$ cat config.mk
export PLATFORM = sky130hd
export DESIGN_NAME = us
export DESIGN_NICKNAME = d
export VERILOG_FILES = /design/src/rtl/us.sv
export SDC_FILE = /design/constraint.sdc
export NUM_CORES = 1
export LEC_CHECK = 0
export BUFFER_PORTS_ARGS = -buffer_cell sky130_fd_sc_hd__buf_2
export CAP_MARGIN = 20
export CORE_AREA = 5 5 42 44
export CTS_CLUSTER_DIAMETER = 200
export DETAILED_ROUTE_END_ITERATION = 12
export DIE_AREA = 0 0 47 49
export GPL_TIMING_DRIVEN = 0
export PLACE_DENSITY_LB_ADDON = 0.3
export SYNTH_ARGS = -nofsm -noshare
export SYNTH_HDL_FRONTEND = slang
export SYNTH_SLANG_ARGS = --single-unit
$ cat constraint.sdc
create_clock -name clk -period 1.5 [get_ports clk]
set_clock_uncertainty 0.2 [all_clocks]
set_input_delay 0.3 -clock clk [delete_from_list [all_inputs] [get_ports clk]]
set_output_delay 0.3 -clock clk [all_outputs]
set_load 0.1 [all_outputs]
$ cat src/rtl/us.sv
// rtl/us.sv - integer-factor up-sampler for one baseband rail
//
// Purpose:
//   Takes one mapped symbol every FACTOR clocks and emits FACTOR samples per symbol.
//   The first sample is the symbol itself. The remaining FACTOR-1 samples are fill samples.
//   A fill sample is ZERO_CODE when HOLD_MODE=0, or a repeat of the symbol when HOLD_MODE=1.
//   The block runs in the fast (FACTOR x symbol rate) clock domain.
//
// Ports:
//   clk    in   1       sample clock; all state changes on the rising edge
//   reset  in   1       synchronous active-low reset
//   en     in   1       1 = advance the phase and emit samples; 0 = freeze the phase, output ZERO_CODE
//   din    in   DATA_W  mapped symbol; sampled only at phase 0
//   dout   out  DATA_W  up-sampled stream, one registered sample per clk
module us #(
  parameter int                DATA_W    = 2,
  parameter int                FACTOR    = 4,
  parameter int                HOLD_MODE = 0,
  parameter logic [DATA_W-1:0] ZERO_CODE = '0
) (
  input  logic              clk,
  input  logic              reset,
  input  logic              en,
  input  logic [DATA_W-1:0] din,
  output logic [DATA_W-1:0] dout
);

  localparam int              PH_W    = (FACTOR > 1) ? $clog2(FACTOR) : 1;
  // An explicit terminal count lets the phase wrap correctly for non-power-of-two FACTOR.
  localparam logic [PH_W-1:0] PH_LAST = PH_W'(FACTOR - 1);

  logic [PH_W-1:0]   ph_q,   ph_d;
  logic [DATA_W-1:0] sym_q,  sym_d;
  logic [DATA_W-1:0] dout_q, dout_d;

  always_comb begin
    ph_d   = ph_q;
    sym_d  = sym_q;
    dout_d = ZERO_CODE;
    if (en) begin
      if (ph_q == '0) begin
        // Phase 0 is the only point where din is consumed.
        sym_d  = din;
        dout_d = din;
      end else begin
        dout_d = (HOLD_MODE != 0) ? sym_q : ZERO_CODE;
      end
      ph_d = (ph_q == PH_LAST) ? '0 : ph_q + PH_W'(1);
    end
  end

  always_ff @(posedge clk) begin
    if (!reset) begin
      ph_q   <= '0;
      sym_q  <= ZERO_CODE;
      dout_q <= ZERO_CODE;
    end else begin
      ph_q   <= ph_d;
      sym_q  <= sym_d;
      dout_q <= dout_d;
    end
  end

  assign dout = dout_q;

endmodule

# After elaboration in Yosys (flattened, before gate mapping)
# Index checks and enable logic that the tools add are counted.
word_totals:
  ff_bits: 4
  out_inout_bits: 2
  word_cells: 7
classes:
  eq_ne: 1
  reduce_logical: 2
  n_mux: 1
  n_addsub: 1
ops:
  columns: ["operator", "count"]
  rows:
  - ["3-bit AND reduction", 1]
  - ["2-bit by 1-bit adder with 2-bit output, second input constant", 1]
  - ["2-bit == test, second input constant", 1]
  - ["2-bit zero test", 1]
  - ["2-bit two-way mux", 1]

# Longest topological paths before layout
# Gate-level depths: netlist (run 1).
depth:
  word_depth: 2
  depth_mapped: 4
  depth_no_buf: 4

# Least setup slack after synthesis (run 1)
# OpenSTA, ideal clock, no wires.
synth_timing:
  path_type: "register -> output"
  startpoint: "reg dout_q[0], in the netlist dout[0]"
  endpoint: "out dout[0]"
  n_path_buf: 0
  path_stages_with_launch: 1
  arrival_time_ps: 909
  path_slack_ps: 91
  path_cell_list: "dfxtp_1"
synth_rtl:
  columns: ["item", "line_no", "text"]
  rows:
  - ["from (decl)", "34", "logic [DATA_W-1:0] dout_q, dout_d;"]
  - ["from (signal assigned)", "60", "dout_q <= dout_d;"]
  - ["to (decl)", "25", "output logic [DATA_W-1:0] dout"]
# No word-level cell between the ends.

# Final worst setup path (run 1)
layout_timing:
  startpoint: "reg dout_q[0], in the netlist dout[0]"
  endpoint: "out dout[0]"
# No word-level cell between the ends.

==> results.md, run 1 <==
* Status: complete, no violations
* Max frequency at 692.3 MHz
* Count of nets after finishing at 33
* CTS max path bufs at 2
* Sw Share at 25.22%
* Worst Path Required at 1.00 ns
* Sw power at 0.00007388 W
* Yosys cell types at 8
* Layout cells sized above 1 at 50.00%
* TritonRoute pass-1 iters at 1
* Inserted Clock Buffers at 3
* Flop and latch count out of synthesis at 4
* Total Routing Usage GR at 4.299%
* Cell count after synthesis at 15
* Power Dens Cells at 1183 nW/µm²
* Max-Cap Viols at 0
* Clock Latency Late Sink at 0.23 ns
* Post-synthesis simple-gate area fraction at 25.71%
* # DRC at 0
* CTS resizes at 0
* Initial antenna violation count at 0
* Num rows at 14
* Critical path buffers and inverters at 1
* CP delay by family, top: buffers and inverters
* Number of buffers added on ports at 6
* RSZ-0062 raised after global routing: no
* Worst-path fanout max at 1
* Post-CTS setup buffers at 0
* Period utilization at 96.29%
* Slowest stage delay, CP at 0.41 ns
* Pin count of the biggest net entering global routing at 6
* DRT Wirelength at 352 µm
* Post-Synth Adder-Cell Area at 14.29%
* Vias per cell at 3.675
* Num ports at 7
* Clock network power share at 44.5%
* Core Util, Final at 17.68%
* Core area at 1401 µm²
* Post-synthesis xor/xnor area fraction at 0%
* CTS Sinks at 4
* Max-slew headroom at 67.75%
* Int Pwr at 0.0002191 W
* Setup TNS at 0 ns
* Number of global-route vias before repair at 163
* Diodes inserted at 0
* Chip height at 49 µm
* Worst slew pin tran at 0.4871 ns
* Gr ovfl total at 0
* Layout area overhead at 41.43%
* Cell Area, Synth at 175.2 µm²
* Die width at 47 µm
* Slew Limit Fails at 0
* Routed wire per std cell at 8.800 µm
* Yosys warning total at 0
* Comb pwr share at 15.3%
* RD Place Congestion at 0.6283
* Vias at 147
* Final setup fails at 0
* Mean Syn Cell Area at 11.68 µm²
* Post-Syn Nets at 22
* Class of the worst hold path: input pin to flip-flop
* Final Critical Period at 1.444 ns
* Sequential power share at 40.2%
* Peak supply drop at 0.5920 mV
* Post-DRT Antenna Nets at 0
* DIE AREA at 2303 µm²
* Worst-path clk slew at 0.04 ns
* CTS tree: built
* Worst Setup End Kind: output pin
* Mux share of post-synthesis cell area at 5.714%
* First-pass GRT wire length at 614 µm
* Startpoint Class: flip-flop
* Leak at 0.1171 nW
* Crit Path Category: flip-flop to output pin
* Largest family of logic cells by synthesized area: simple AND/OR/NAND/NOR gates
* CTS H-Tree Depth at 1
* Hold buffers post-CTS at 0
* WP data arrival at 0.94 ns
* Worst path slowest cell: buf_2
* Seq/Total Area, Yosys at 45.71%
* Initial core utilization at 12.50%
* Starting DRC count in detailed routing at 0
* CP Cell Sequence: buf_2
* Clock root cell: clkbuf_4
* Synth Area in Compound Gates at 4.286%
* Hold_ws at 0.1140 ns
* Fin. Hold Viols at 0
## cells in the mapped netlist
master   number  area, µm²
dfxtp_1       4      80.08
and4_2        2      20.02
ha_1          2      25.02
inv_1         2      7.510
nor2b_1       2      12.51
mux2i_1       1      10.01
nor3b_2       1      12.51
o21a_1        1      7.510
## metrics by stage
| step | total power (W) | cells | setup WS (ns) | instance area [µm²] |
|---|---|---|---|---|
| 2_1_floorplan | 0.0001513 | 15 | 0.09102 | 175.2 |
| 3_3_place_gp | 0.0001614 | 37 | 0.3047 | 225.2 |
| 3_5_place_dp | 0.0001643 | 37 | 0.2805 | 225.2 |
| 4_1_cts | 0.0003002 | 40 | 0.04386 | 247.7 |
| 5_1_grt | 0.0003198 | 40 | 0.01066 | 247.7 |
| 6_report | 0.0002930 | 40 | 0.05563 | 247.7 |
## state kept, by name (all words and copies together) (netlist names)
register  cells
dout          2
ph_q          2
## final timing paths
check	startpoint	endpoint	slack (ns)	cells past startpoint
max	dout[0]	dout[0]	0.06	1
min	reset	ph_q[0]	0.11	2
max reg2reg	ph_q[0]	ph_q[1]	0.28	4
min reg2reg	ph_q[1]	ph_q[1]	0.36	2
## metal layers
layer | global-route usage [%] | wire [µm] | vias up | part of all wire, %
li1 | - | - | 71 | -
met1 | 4.185 | 161 | 65 | 46
met3 | 7.011 | 74 | 0 | 21
met5 | 0 | 0 | - | 0
met4 | 1.382 | 0 | 0 | 0
met2 | 4.525 | 116 | 11 | 33
## kinds of logic after synthesis
kind of cell | Yosys count
buf+inv | 2
simple gates | 5
compound gates | 1
fa+ha+maj | 2
mux | 1
flops | 4
## layout by cell type (no fill, tap or decap), drive strengths merged
cell | synthesis | final
buf | 0 | 6
dfxtp | 4 | 4
clkbuf | 0 | 3
inv | 2 | 2
and4 | 2 | 2
nor2b | 2 | 2
ha | 2 | 2
mux2i | 1 | 1
nor3b | 1 | 1
o21a | 1 | 1
## power groups by stage
stage	combinational, W	clock (W)	sequential [W]
global placement	0.0000427	0	0.000119
detailed placement	0.0000449	0	0.000119
global route	0.0000490	0.000152	0.000119
floorplan	0.0000154	0	0.000136
CTS	0.0000457	0.000137	0.000118
finish	0.0000448	0.000130	0.000118
## final cells by class
type                       instances  area [µm²]
timing repair buffer               6       30.03
inverter                           2       7.507
tap                               16       20.02
sequential                         4       80.08
multi-input combinational          9       87.58
fill                             163        1154
clock buffer                       3       22.52
Note: power is estimated with default switching activity, not from simulation.
==> inputs of run 2 (changes only) <==
--- a/config.mk
+++ b/config.mk
@@ -8,8 +8,8 @@
 export BUFFER_PORTS_ARGS = -buffer_cell sky130_fd_sc_hd__buf_2
 export CAP_MARGIN = 20
-export CORE_AREA = 5 5 42 44
+export CORE_AREA = 3 3 40 42
 export CTS_CLUSTER_DIAMETER = 200
 export DETAILED_ROUTE_END_ITERATION = 12
-export DIE_AREA = 0 0 47 49
+export DIE_AREA = 0 0 43 45
 export GPL_TIMING_DRIVEN = 0
 export PLACE_DENSITY_LB_ADDON = 0.3
==> constraint.sdc (replaced) <==
create_clock -name clk -period 1.5 [get_ports clk]
set_clock_uncertainty 0.2 [all_clocks]
set_input_delay 0.075 -clock clk [delete_from_list [all_inputs] [get_ports clk]]
set_output_delay 0.075 -clock clk [all_outputs]
set_load 0.1 [all_outputs]
==> run 2 against run 1 <==
Routed wire length shrank 4.5%. Utilization grew 4.6 points. Non-clock buffer count grew 4. Die area shrank 16%. Clock power is essentially flat. Count of clock-buffer cells in the layout is the same. Largest cell class unchanged. Highest routed layer unchanged.
==> results.md, run 2 (synthesis gave the netlist of run 1 again) <==
* Count of nets after finishing at 37
* Vias per cell at 3.535
* Total Routing Usage GR at 5.250%
* Period utilization at 82.36%
* WP data arrival at 1.15 ns
* Post-CTS setup buffers at 0
* Pin count of the biggest net entering global routing at 6
* Clock root cell: clkbuf_4
* Num ports at 7
* Initial core utilization at 13.63%
* Final Critical Period at 1.235 ns
* DRT Wirelength at 336 µm
* Core Util, Final at 22.30%
* Chip height at 45 µm
* Worst slew pin tran at 0.4912 ns
* RSZ-0062 raised after global routing: no
* Startpoint Class: flip-flop
* Peak supply drop at 0.3848 mV
* Most common cell after layout, fill and taps aside: buf_2
* Layout cells sized above 1 at 42.86%
* Worst-path clk slew at 0.03 ns
* Max frequency at 809.4 MHz
* First-pass GRT wire length at 676 µm
* Number of global-route vias before repair at 175
* Clock Latency Late Sink at 0.23 ns
* Vias at 152
* WHS Path Cells at 2
* Diodes inserted at 0
* Multi-input logic area at 87.58 µm²
* Worst Setup End Kind: flip-flop
* CTS Sinks at 4
* Worst Path Required at 1.42 ns
* Fill cells at 143
* Most frequent cells in the layout: 6 x buf_2, 4 x dfxtp_1, 4 x dlygate4sd3_1
* # DRC at 0
* Setup TNS at 0 ns
* CTS max path bufs at 2
* Max-Cap Viols at 0
* Post-DRT Antenna Nets at 0
* Max-slew headroom at 67.48%
* DP Cell Count at 36
* Num rows at 13
* Status: complete, no violations
* Hold_ws at 0.3607 ns
* Fin. Hold Viols at 0
* CTS tree: built
* Final setup fails at 0
* Place WS at 0.2548 ns
* RD Place Congestion at 0.6588
* Routed wire per std cell at 7.814 µm
* Leak at 0.1338 nW
* Number of buffers added on ports at 6
* Gr ovfl total at 0
* Initial antenna violation count at 0
* Inserted Clock Buffers at 3
* TritonRoute pass-1 iters at 2
* Power Dens Cells at 1039 nW/µm²
* Crit Path Category: flip-flop to flip-flop
* Reg2Reg Depth at 4
* Class of the worst hold path: flip-flop to flip-flop
* Reg area at 80.08 µm²
* Worst-path fanout max at 4
* Slew Limit Fails at 0
* CTS H-Tree Depth at 1
* Fin cells at 43
* Core area at 1285 µm²
* Final setup margin at 0.2645 ns
* Starting DRC count in detailed routing at 1
* Die width at 43 µm
* DIE AREA at 1935 µm²
* Layout area overhead at 63.57%
## run 2: changes by cell type in the layout (fill, tap and decap cells not counted)
cell,change
dlygate4sd3_1,+4
## run 2: power breakdown
part	total [W]	internal, W	switching [W]
Combinational	0.0000522	0.0000229	0.0000293
Clock	0.000128	0.0000891	0.0000387
Sequential	0.000118	0.000114	0.00000410
Total	0.000298	0.000226	0.0000721
## run 2: layout make-up
class                      instances  area share (%)
tap                               15           6.550
inverter                           2           2.620
multi-input combinational          9           30.57
sequential                         4           27.95
timing repair buffer              10           24.45
clock buffer                       3           7.860
## run 2: worst max-delay path, stage by stage, from the launching register on
cell     delay (ns)
dfxtp_1        0.37
inv_1          0.06
ha_1           0.29
mux2i_1        0.15
nor2b_1        0.06
## run 2: worst paths after layout
path            from       to  slack, ns
max          ph_q[0]  ph_q[1]       0.26
min          ph_q[1]  ph_q[1]       0.36
max reg2reg  ph_q[0]  ph_q[1]       0.26
min reg2reg  ph_q[1]  ph_q[1]       0.36
## run 2: through the flow
stage | instance area, µm² | total power, W
floorplan | 175.2 | 0.0001513
global placement | 224.0 | 0.0001617
detailed placement | 224.0 | 0.0001644
CTS | 286.5 | 0.0003081
global route | 286.5 | 0.0003195
finish | 286.5 | 0.0002978
## run 2: metal layers
metal | GRT usage, % | vias to the layer above | wire length (µm)
li1 | - | 79 | -
met1 | 5.072 | 66 | 162
met2 | 7.186 | 7 | 133
met3 | 4.781 | 0 | 40
met4 | 3.614 | 0 | 0
met5 | 0 | - | 0
## run 2: timing repair
item / 4_1_cts / 5_1_grt
gates resized for setup: 0 / 0
hold buffers: 4 / 0
endpoints found under the hold margin: 4 / 0
